**src/rtl/cla_sub_seq.sv**
```systemverilog
// cla_sub_seq: multi-cycle lookahead subtractor.
// Computes diff = a - b as a + ~b + 1, resolving SLICE bits per clock with a
// SLICE-bit lookahead group; the group carry is registered between cycles.
// Flags borrow/ovf/zero become valid with the one-cycle done pulse and hold
// until the next accepted start.
// Optional feature macro: CLA_SUB_CMP_EN adds the lt_u / lt_s compare outputs.
module cla_sub_seq #(
    parameter int WIDTH = 16,
    parameter int SLICE = 4
) (
    input  logic             clk,
    input  logic             rst_n,
    input  logic             start,
    input  logic [WIDTH-1:0] a,
    input  logic [WIDTH-1:0] b,
    output logic             busy,
    output logic             done,
    output logic [WIDTH-1:0] diff,
    output logic             borrow,
    output logic             ovf,
    output logic             zero
`ifdef CLA_SUB_CMP_EN
    ,
    output logic             lt_u,
    output logic             lt_s
`endif
);

    localparam int N     = WIDTH / SLICE;
    localparam int CNT_W = (N > 1) ? $clog2(N) : 1;
    localparam logic [CNT_W-1:0] LAST = CNT_W'(N - 1);

    typedef enum logic [1:0] {IDLE, RUN, DONE} state_t;

    state_t             state;
    logic [WIDTH-1:0]   a_q;
    logic [WIDTH-1:0]   b_q;
    logic               carry;
    logic [CNT_W-1:0]   idx;

    logic [SLICE-1:0]   op_a;
    logic [SLICE-1:0]   op_b;
    logic [SLICE-1:0]   gen;
    logic [SLICE-1:0]   prop;
    logic [SLICE:0]     c;
    logic               prod;
    logic [SLICE-1:0]   sum_s;
    logic               cout_s;
    logic [WIDTH-1:0]   diff_nxt;
    logic               accept;
    logic               ovf_nxt;

    assign accept = start && (state != RUN);

    // Lookahead group for the current slice: every carry is a flat
    // sum-of-products over generate/propagate terms and the incoming carry.
    always_comb begin
        // NOTE: every variable gets a default before any conditional or loop
        // writes it, so no latch is inferred.
        op_a     = a_q[idx*SLICE +: SLICE];
        op_b     = ~b_q[idx*SLICE +: SLICE];
        gen      = op_a & op_b;
        prop     = op_a ^ op_b;
        c        = '0;
        prod     = 1'b0;
        c[0]     = carry;
        for (int i = 0; i < SLICE; i++) begin
            for (int j = 0; j <= i + 1; j++) begin
                // j == 0 is the chain from the incoming carry, j > 0 starts at gen[j-1]
                prod = (j == 0) ? carry : gen[j-1];
                for (int k = j; k <= i; k++) begin
                    prod = prod & prop[k];
                end
                c[i+1] = c[i+1] | prod;
            end
        end
        sum_s    = prop ^ c[SLICE-1:0];
        cout_s   = c[SLICE];
        diff_nxt = diff;
        diff_nxt[idx*SLICE +: SLICE] = sum_s;
        ovf_nxt  = (a_q[WIDTH-1] != b_q[WIDTH-1]) && (diff_nxt[WIDTH-1] != a_q[WIDTH-1]);
    end

    // Control FSM and datapath registers; outputs are all registered.
    always_ff @(posedge clk or negedge rst_n) begin
        if (!rst_n) begin
            // NOTE: the operand registers are reset along with the rest; they
            // are few enough that a deterministic post-reset value costs nothing.
            state  <= IDLE;
            a_q    <= '0;
            b_q    <= '0;
            carry  <= 1'b0;
            idx    <= '0;
            busy   <= 1'b0;
            done   <= 1'b0;
            diff   <= '0;
            borrow <= 1'b0;
            ovf    <= 1'b0;
            zero   <= 1'b0;
`ifdef CLA_SUB_CMP_EN
            lt_u   <= 1'b0;
            lt_s   <= 1'b0;
`endif
        end else if (accept) begin
            // NOTE: sequential state uses non-blocking assignments so all
            // registers update together from pre-edge values.
            state <= RUN;
            a_q   <= a;
            b_q   <= b;
            carry <= 1'b1;
            idx   <= '0;
            diff  <= '0;
            busy  <= 1'b1;
            done  <= 1'b0;
        end else begin
            case (state)
                RUN: begin
                    diff  <= diff_nxt;
                    carry <= cout_s;
                    idx   <= idx + CNT_W'(1);
                    if (idx == LAST) begin
                        state  <= DONE;
                        busy   <= 1'b0;
                        done   <= 1'b1;
                        borrow <= ~cout_s;
                        ovf    <= ovf_nxt;
                        zero   <= ~|diff_nxt;
`ifdef CLA_SUB_CMP_EN
                        lt_u   <= ~cout_s;
                        lt_s   <= diff_nxt[WIDTH-1] ^ ovf_nxt;
`endif
                    end
                end
                DONE: begin
                    state <= IDLE;
                    done  <= 1'b0;
                end
                default: begin
                    state <= IDLE;
                end
            endcase
        end
    end

endmodule

```
**config.mk**
```make
export PLATFORM = sky130hd
export DESIGN_NAME = cla_sub_seq
export DESIGN_NICKNAME = d
export VERILOG_FILES = /design/src/rtl/cla_sub_seq.sv
export SDC_FILE = /design/constraint.sdc
export NUM_CORES = 1
export LEC_CHECK = 0
export BUFFER_PORTS_ARGS = -buffer_cell sky130_fd_sc_hd__buf_4
export CAP_MARGIN = 20
export CORE_MARGIN = 8
export CORE_UTILIZATION = 50
export CTS_BUF_LIST = sky130_fd_sc_hd__clkbuf_16
export CTS_CLUSTER_SIZE = 20
export DETAILED_ROUTE_END_ITERATION = 16
export GPL_ROUTABILITY_DRIVEN = 0
export PLACE_DENSITY = 0.74
export SKIP_LAST_GASP = 1
export SYNTH_ARGS = -nofsm -noshare
export SYNTH_HDL_FRONTEND = slang
export SYNTH_SLANG_ARGS = --single-unit
```
**constraint.sdc**
```tcl
create_clock -name clk -period 4.09 [get_ports clk]
set_input_delay 0.818 -clock clk [delete_from_list [all_inputs] [get_ports clk]]
set_output_delay 0.818 -clock clk [all_outputs]
set_load 0.01 [all_outputs]
```
==> metrics.yaml, run 1 <==
drt:
  dr.pass1.iters: 4
  post_drt_wl_per_cell_microns: 17.3
  drc_errors: 0
  vias_per_cell: 5.65
  antenna_left: 0
  vias: 1982
  routed_wl_microns: 6060
  drt_iter0_markers: 145
floorplanning:
  die_y_microns: 90.9
  io_pins: 56
  start_util: 0.513
  num_rows: 27
  dieArea_sq_mm: 0.00827
  core_area_sq_mm: 0.00547
  die_w_microns: 90.9
timing:
  fin_setup_tns_ns: 0
  finalMaxSlewViolations: 0
  fmax_ghz: 0.331
  whs_ns: 0.480
  hold_violations: 0
  skew_ns: 0.00340
  period_share: 0.738
  worst_pin_slew_ns: 0.710
  period_minus_slack_ns: 3.02
  slew_headroom: 0.526
  setup-violations-final: 0
  rsz0062_at_grt: "no"
clock_network:
  cts_setup_buffers: 0
  clk_pin_slew_worst_paths_ns: 0.05
  post_cts_resized: 0
  cts_root_buf: "clkbuf_16"
  clockBufferDepth: 2
  clkLatencyLatePin_ns: 0.32
  htreeDepth: 3
  cts_tree: "built"
  cts.sinks: 58
  cts-buffers-inserted: 9
  cts_hold_buf: 0
synth:
  syn_area_sq_mm: 0.00281
  ys_ff_latch: 58
  synthArstFlopShare: 1.00
  yosysTopAreaCellShare: 0.517
  syn_nets: 263
  yosys_warnings: 0
  ys_seq_area_frac: 0.517
  yosys.area.top_type: "dfrtp_1"
  synthTopCellsByArea: "dfrtp_1, mux2_1, mux4_2"
  avgSynthCellArea_sq_um: 13.0
  synth-edff-count: 0
  synthFlopType: "dfrtp_1"
  ys_types: 43
  synth_cells: 216
  yosysMostFrequentCell: "dfrtp_1"
  yosys-top-cells-count: "dfrtp_1, mux2_1, a22o_1"
job:
  drv_cap: 0
global_routing:
  grtUsageMet2: 0.236
  grt_max_degree: 59
  grt_usage: 0.158
  antenna_found_initial: 0
  met3_usage: 0.0650
  grt_pass1_vias: 2119
  grt_pass1_wl_microns: 10400
  grt_overflow: 0
  grt.met1_usage: 0.195
  busiest_layer: "met2"
setup_path:
  reg2reg_to: "zero$_DFFE_PN0P_"
  setup.worst_path.class: "flip-flop to flip-flop"
  r2r_cells: 5
  cp.arrival_ns: 3.23
  worstPathRequired_ns: 4.31
  path_max_fanout: 13
  reg2reg_from: "idx[0]$_DFFE_PN0N_"
  end_kind: "flip-flop"
  rrSetupSlack_ns: 1.07
  critPathLaunchType: "flip-flop"
final_layout:
  nets: 322
  multi_input_area_sq_mm: 0.00128
  stdcell_count: 351
  final-seq-area_sq_mm: 0.00145
  area_growth_pct: 25.8
  n_antenna_cell: 0
  design_area_sq_mm: 0.00353
  drive_above_1_share: 0.283
  fill_cells: 440
power_and_ir_drop:
  p_total_mw: 3.39
  powerDensity_mw_per_mm2: 959
  p_switching_mw: 1.36
  pwr-share-comb: 0.501
  p_sw_frac: 0.402
  internal-power_mw: 2.03
  p_seq_frac: 0.314
  power.share.clock: 0.185
  p_leak_nw: 1.66
  irDropWorstVdd_uv: 473
min_path:
  holdCritStartpoint: "a_q[4]$_DFFE_PN0P_"
  hold_end: "a_q[4]$_DFFE_PN0P_"
  hold_path.class: "flip-flop to flip-flop"
  min_path_cells: 1
place:
  placed_cell_area_sq_mm: 0.00328
  place_inst: 336
  io_buffer_count: 55
  hpwl_microns: 4460
status:
  status: "finished, final reports clean"
-- placed cells by master, fill, tap and decap left out, types with 2 or more instances in the layout --
| cell type | n |
|---|---|
| inv_1 | 9 |
| nand2_1 | 10 |
| a21oi_1 | 8 |
| nor2_1 | 9 |
| o21ai_0 | 5 |
| o211ai_1 | 2 |
| or3_1 | 2 |
| mux2_1 | 32 |
| clkbuf_16 | 9 |
| a22o_1 | 15 |
| buf_4 | 57 |
| nor3_1 | 3 |
| mux4_2 | 8 |
| clkinv_2 | 3 |
| ha_1 | 11 |
| clkinv_1 | 2 |
| nand3b_1 | 2 |
| dfrtp_1 | 58 |
| or4b_1 | 2 |
| o31ai_1 | 3 |
| nand2b_1 | 4 |
| nor4_1 | 3 |
-- layout make-up --
type | count | area share
multi-input cells | 141 | 0.363
well taps | 72 | 0.0255
flip-flops and latches | 58 | 0.411
repair buffers | 57 | 0.121
inverters | 8 | 0.00850
clock inverters | 6 | 0.00744
clock buffers | 9 | 0.0638
-- worst max-delay path, cell delays in order, from the launching register on --
cell     delay, ns
dfrtp_1       0.69
mux4_2        0.62
fa_1          0.60
a31oi_1       0.21
or4b_1        0.48
o41ai_2       0.32
-- routing by layer --
metal / share of wire / up-vias
li1: - / 924
met1: 0.45 / 985
met2: 0.46 / 64
met3: 0.074 / 9
met4: 0.016 / 0
met5: 0 / -
-- per-stage QoR --
| stage | utilization | setup slack, ns |
|---|---|---|
| 3_3_place_gp | 0.599 | 1.15 |
| 4_1_cts | 0.645 | 1.04 |
| 3_5_place_dp | 0.599 | 1.10 |
| 2_1_floorplan | - | 1.16 |
| 6_report | 0.645 | 1.07 |
| 5_1_grt | 0.645 | 0.825 |
-- how the worst max path moves through the flow --
stage,end,startpoint,slack [ns],cells past startpoint
5_1_grt,ovf$_DFFE_PN0P_,idx[0]$_DFFE_PN0N_,0.83,7
4_1_cts,zero$_DFFE_PN0P_,idx[0]$_DFFE_PN0N_,1.04,5
2_1_floorplan,ovf$_DFFE_PN0P_,idx[0]$_DFFE_PN0N_,1.16,9
6_report,zero$_DFFE_PN0P_,idx[0]$_DFFE_PN0N_,1.07,5
3_5_place_dp,zero$_DFFE_PN0P_,idx[0]$_DFFE_PN0N_,1.10,5
3_3_place_gp,zero$_DFFE_PN0P_,idx[0]$_DFFE_PN0N_,1.15,5
-- flip-flops by register name, summed over array words and instances (netlist names) --
signal and flops:
diff 16, b_q 16, a_q 16, borrow 1
zero 1, state 2, ovf 1, carry 1
idx 2, busy 1, done 1
-- logic make-up after synthesis --
kind of cell | share of synthesized area
buf+inv | 0.0267
simple gates | 0.0838
xor+xnor | 0.00312
fa+ha+maj | 0.0561
flops | 0.517
mux | 0.193
compound gates | 0.121
-- power by group through the flow --
| stage | sequential (mW) | clock, mW | combinational (mW) |
|---|---|---|---|
| 2_1_floorplan | 1.01 | 0 | 1.22 |
| 3_3_place_gp | 1.07 | 0 | 1.67 |
| 3_5_place_dp | 1.07 | 0 | 1.69 |
| 4_1_cts | 1.07 | 0.639 | 1.72 |
| 5_1_grt | 1.11 | 0.665 | 1.88 |
| 6_report | 1.06 | 0.626 | 1.70 |
No activity file was read; power rests on OpenSTA's default activity.
==> run 2: changes to the inputs <==
--- a/config.mk
+++ b/config.mk
@@ -8,12 +8,12 @@
 export BUFFER_PORTS_ARGS = -buffer_cell sky130_fd_sc_hd__buf_4
 export CAP_MARGIN = 20
 export CORE_MARGIN = 8
-export CORE_UTILIZATION = 50
+export CORE_UTILIZATION = 49
 export CTS_BUF_LIST = sky130_fd_sc_hd__clkbuf_16
 export CTS_CLUSTER_SIZE = 20
 export DETAILED_ROUTE_END_ITERATION = 16
 export GPL_ROUTABILITY_DRIVEN = 0
-export PLACE_DENSITY = 0.74
+export PLACE_DENSITY = 0.75
 export SKIP_LAST_GASP = 1
 export SYNTH_ARGS = -nofsm -noshare
 export SYNTH_HDL_FRONTEND = slang
==> constraint.sdc (replaced) <==
create_clock -name clk -period 2.75 [get_ports clk]
set_input_delay 0.55 -clock clk [delete_from_list [all_inputs] [get_ports clk]]
set_output_delay 0.55 -clock clk [all_outputs]
set_load 0.01 [all_outputs]
==> run 2 against run 1 <==
First-iteration DRC count fell by 49%. Total power rose by 59%. Die area rose by 1.7%. Critical path depth did not move. Utilization rose by 0.72 points. Critical endpoint unchanged. Largest power group unchanged.
==> metrics.yaml, run 2 (synthesis gave the netlist of run 1 again) <==
final_layout:
  reg_top3: "a_q x16, b_q x16, diff x16"
  drive_above_1_share: 0.302  # +0.0186
  multi_input_area_sq_mm: 0.00128  # +0.29%
  final-seq-area_sq_mm: 0.00145  # unchanged
  stdcell_count: 357  # +1.7%
  nets: 328  # +1.9%
  final_cell_mix: "buf_4, dfrtp_1, mux2_1"
  area_growth_pct: 28.0
  design_area_sq_mm: 0.00359  # +1.7%
  fill_cells: 457  # +3.9%
  final_common_cell: "buf_4"
  fin_util: 0.653  # +0.00717
  n_antenna_cell: 0  # unchanged
clock_network:
  cts_root_buf: "clkbuf_16"
  cts_tree: "built"
  clkLatencyLatePin_ns: 0.32  # about the same
  cts.sinks: 58  # unchanged
  clk_pin_slew_worst_paths_ns: 0.05  # about the same
  cts-buffers-inserted: 9  # unchanged
  htreeDepth: 3  # unchanged
  clockBufferDepth: 2  # unchanged
floorplanning:
  dieArea_sq_mm: 0.00841  # +1.7%
  die_y_microns: 91.7  # +0.84%
  io_pins: 56  # unchanged
  die_w_microns: 91.7  # +0.84%
  core_area_sq_mm: 0.00551  # +0.62%
  num_rows: 27  # unchanged
  start_util: 0.510  # -0.00315
setup_path:
  path_max_fanout: 4  # -9
  critPathLaunchType: "flip-flop"
  end_kind: "flip-flop"
  setup.worst_path.class: "flip-flop to flip-flop"
  cp.arrival_ns: 2.86  # -0.37 ns
  worstPathRequired_ns: 2.97  # -1.34 ns
drt:
  antenna_left: 0  # unchanged
  dr.pass1.iters: 4  # unchanged
  vias_per_cell: 5.72  # +1.3%
  drt_iter0_markers: 74  # -49%
  post_drt_wl_per_cell_microns: 18.3  # +6.0%
  routed_wl_microns: 6530  # +7.8%
  vias: 2043  # +3.1%
  drc_errors: 0  # unchanged
place:
  place_inst: 341  # +1.5%
  io_buffer_count: 55  # unchanged
  pre_cts_ws_ns: 0.106  # -0.996 ns
  hpwl_microns: 4780  # +7.1%
  placed_cell_area_sq_mm: 0.00333  # +1.6%
timing:
  setup-violations-final: 0  # unchanged
  hold_violations: 0  # unchanged
  fmax_ghz: 0.380  # +15%
  rsz0062_at_grt: "no"
  period_share: 0.958  # +0.220
  fin_setup_tns_ns: 0  # unchanged
  worst_pin_slew_ns: 0.708  # -0.00290 ns
  setup_slack_ns: 0.116  # -0.956 ns
  period_minus_slack_ns: 2.63  # -0.384 ns
  finalMaxSlewViolations: 0  # unchanged
  skew_ns: 0.00421  # +0.000806 ns
  slew_headroom: 0.528  # +0.00193
min_path:
  hold_path.class: "input port to async pin"
global_routing:
  grt_pass1_vias: 2287  # +7.9%
  grt_pass1_wl_microns: 11300  # +8.7%
  grt_overflow: 0  # unchanged
  antenna_found_initial: 0  # unchanged
  grt_max_degree: 59  # unchanged
  grt_usage: 0.169  # +0.0115
job:
  drv_cap: 0  # unchanged
power_and_ir_drop:
  powerDensity_mw_per_mm2: 1490  # +56%
  p_leak_nw: 1.69  # +1.9%
  irDropWorstVdd_uv: 904  # +91%
status:
  status: "finished, final reports clean"
run 2: changes by cell type in the layout (fill, tap and decap cells not counted):
cell and delta:
a21boi_1 -1, a21boi_2 +1, buf_12 +1, buf_4 +5
run 2: per-layer routing:
layer	up-vias	track usage	share of wire
met5	-	0	0
met4	0	0.0953	0.021
met3	15	0.0505	0.058
met2	55	0.277	0.50
met1	1044	0.194	0.42
li1	929	-	-
run 2: layout make-up:
| cell class | count | share of cell area |
|---|---|---|
| clock buffer | 9 | 0.0627 |
| clock inverter | 6 | 0.00731 |
| inverter | 8 | 0.00836 |
| multi-input combinational | 141 | 0.358 |
| sequential | 58 | 0.404 |
| tap | 72 | 0.0251 |
| timing repair buffer | 63 | 0.135 |
run 2: worst max-delay path, cell delays in order (launching register included):
cell	delay (ns)
dfrtp_1	0.41
mux4_2	0.56
fa_1	0.50
a31oi_1	0.22
or4b_1	0.52
o41ai_2	0.32
run 2: what timing repair did:
action                     in CTS  in global routing
buffers inserted                0                  1
hold buffers                    0                  0
gates resized for setup         0                  0
setup endpoints to repair       0                  5
run 2: per-stage QoR:
stage | hold WS [ns] | power [mW]
after floorplan | 0.254 | 3.37
after global placement | 0.461 | 4.29
after detailed placement | 0.469 | 4.37
after CTS | 0.312 | 5.37
after global routing | 0.348 | 5.77
final | 0.281 | 5.37
run 2: power breakdown:
group / total, mW / switching, mW / internal [mW]
sequential: 1.55 / 0.282 / 1.26
combinational: 2.88 / 1.51 / 1.38
clock: 0.939 / 0.353 / 0.586
total: 5.37 / 2.14 / 3.23
run 2: path summary, 6_finish.rpt:
check                                         start                  end  slack (ns)  cells after the start
max in group asynchronous                     rst_n  diff[8]$_DFFE_PN0N_        2.00                      1
min in group clk                               a[5]   a_q[5]$_DFFE_PN0P_        0.44                      2
worst max register to register   idx[0]$_DFFE_PN0N_     zero$_DFFE_PN0P_        0.12                      5
worst min register to register  a_q[13]$_DFFE_PN0P_  a_q[13]$_DFFE_PN0P_        0.47                      1
worst min-delay path                          rst_n     done$_DFFE_PN0P_        0.28                      1
worst max-delay path             idx[0]$_DFFE_PN0N_     zero$_DFFE_PN0P_        0.12                      5
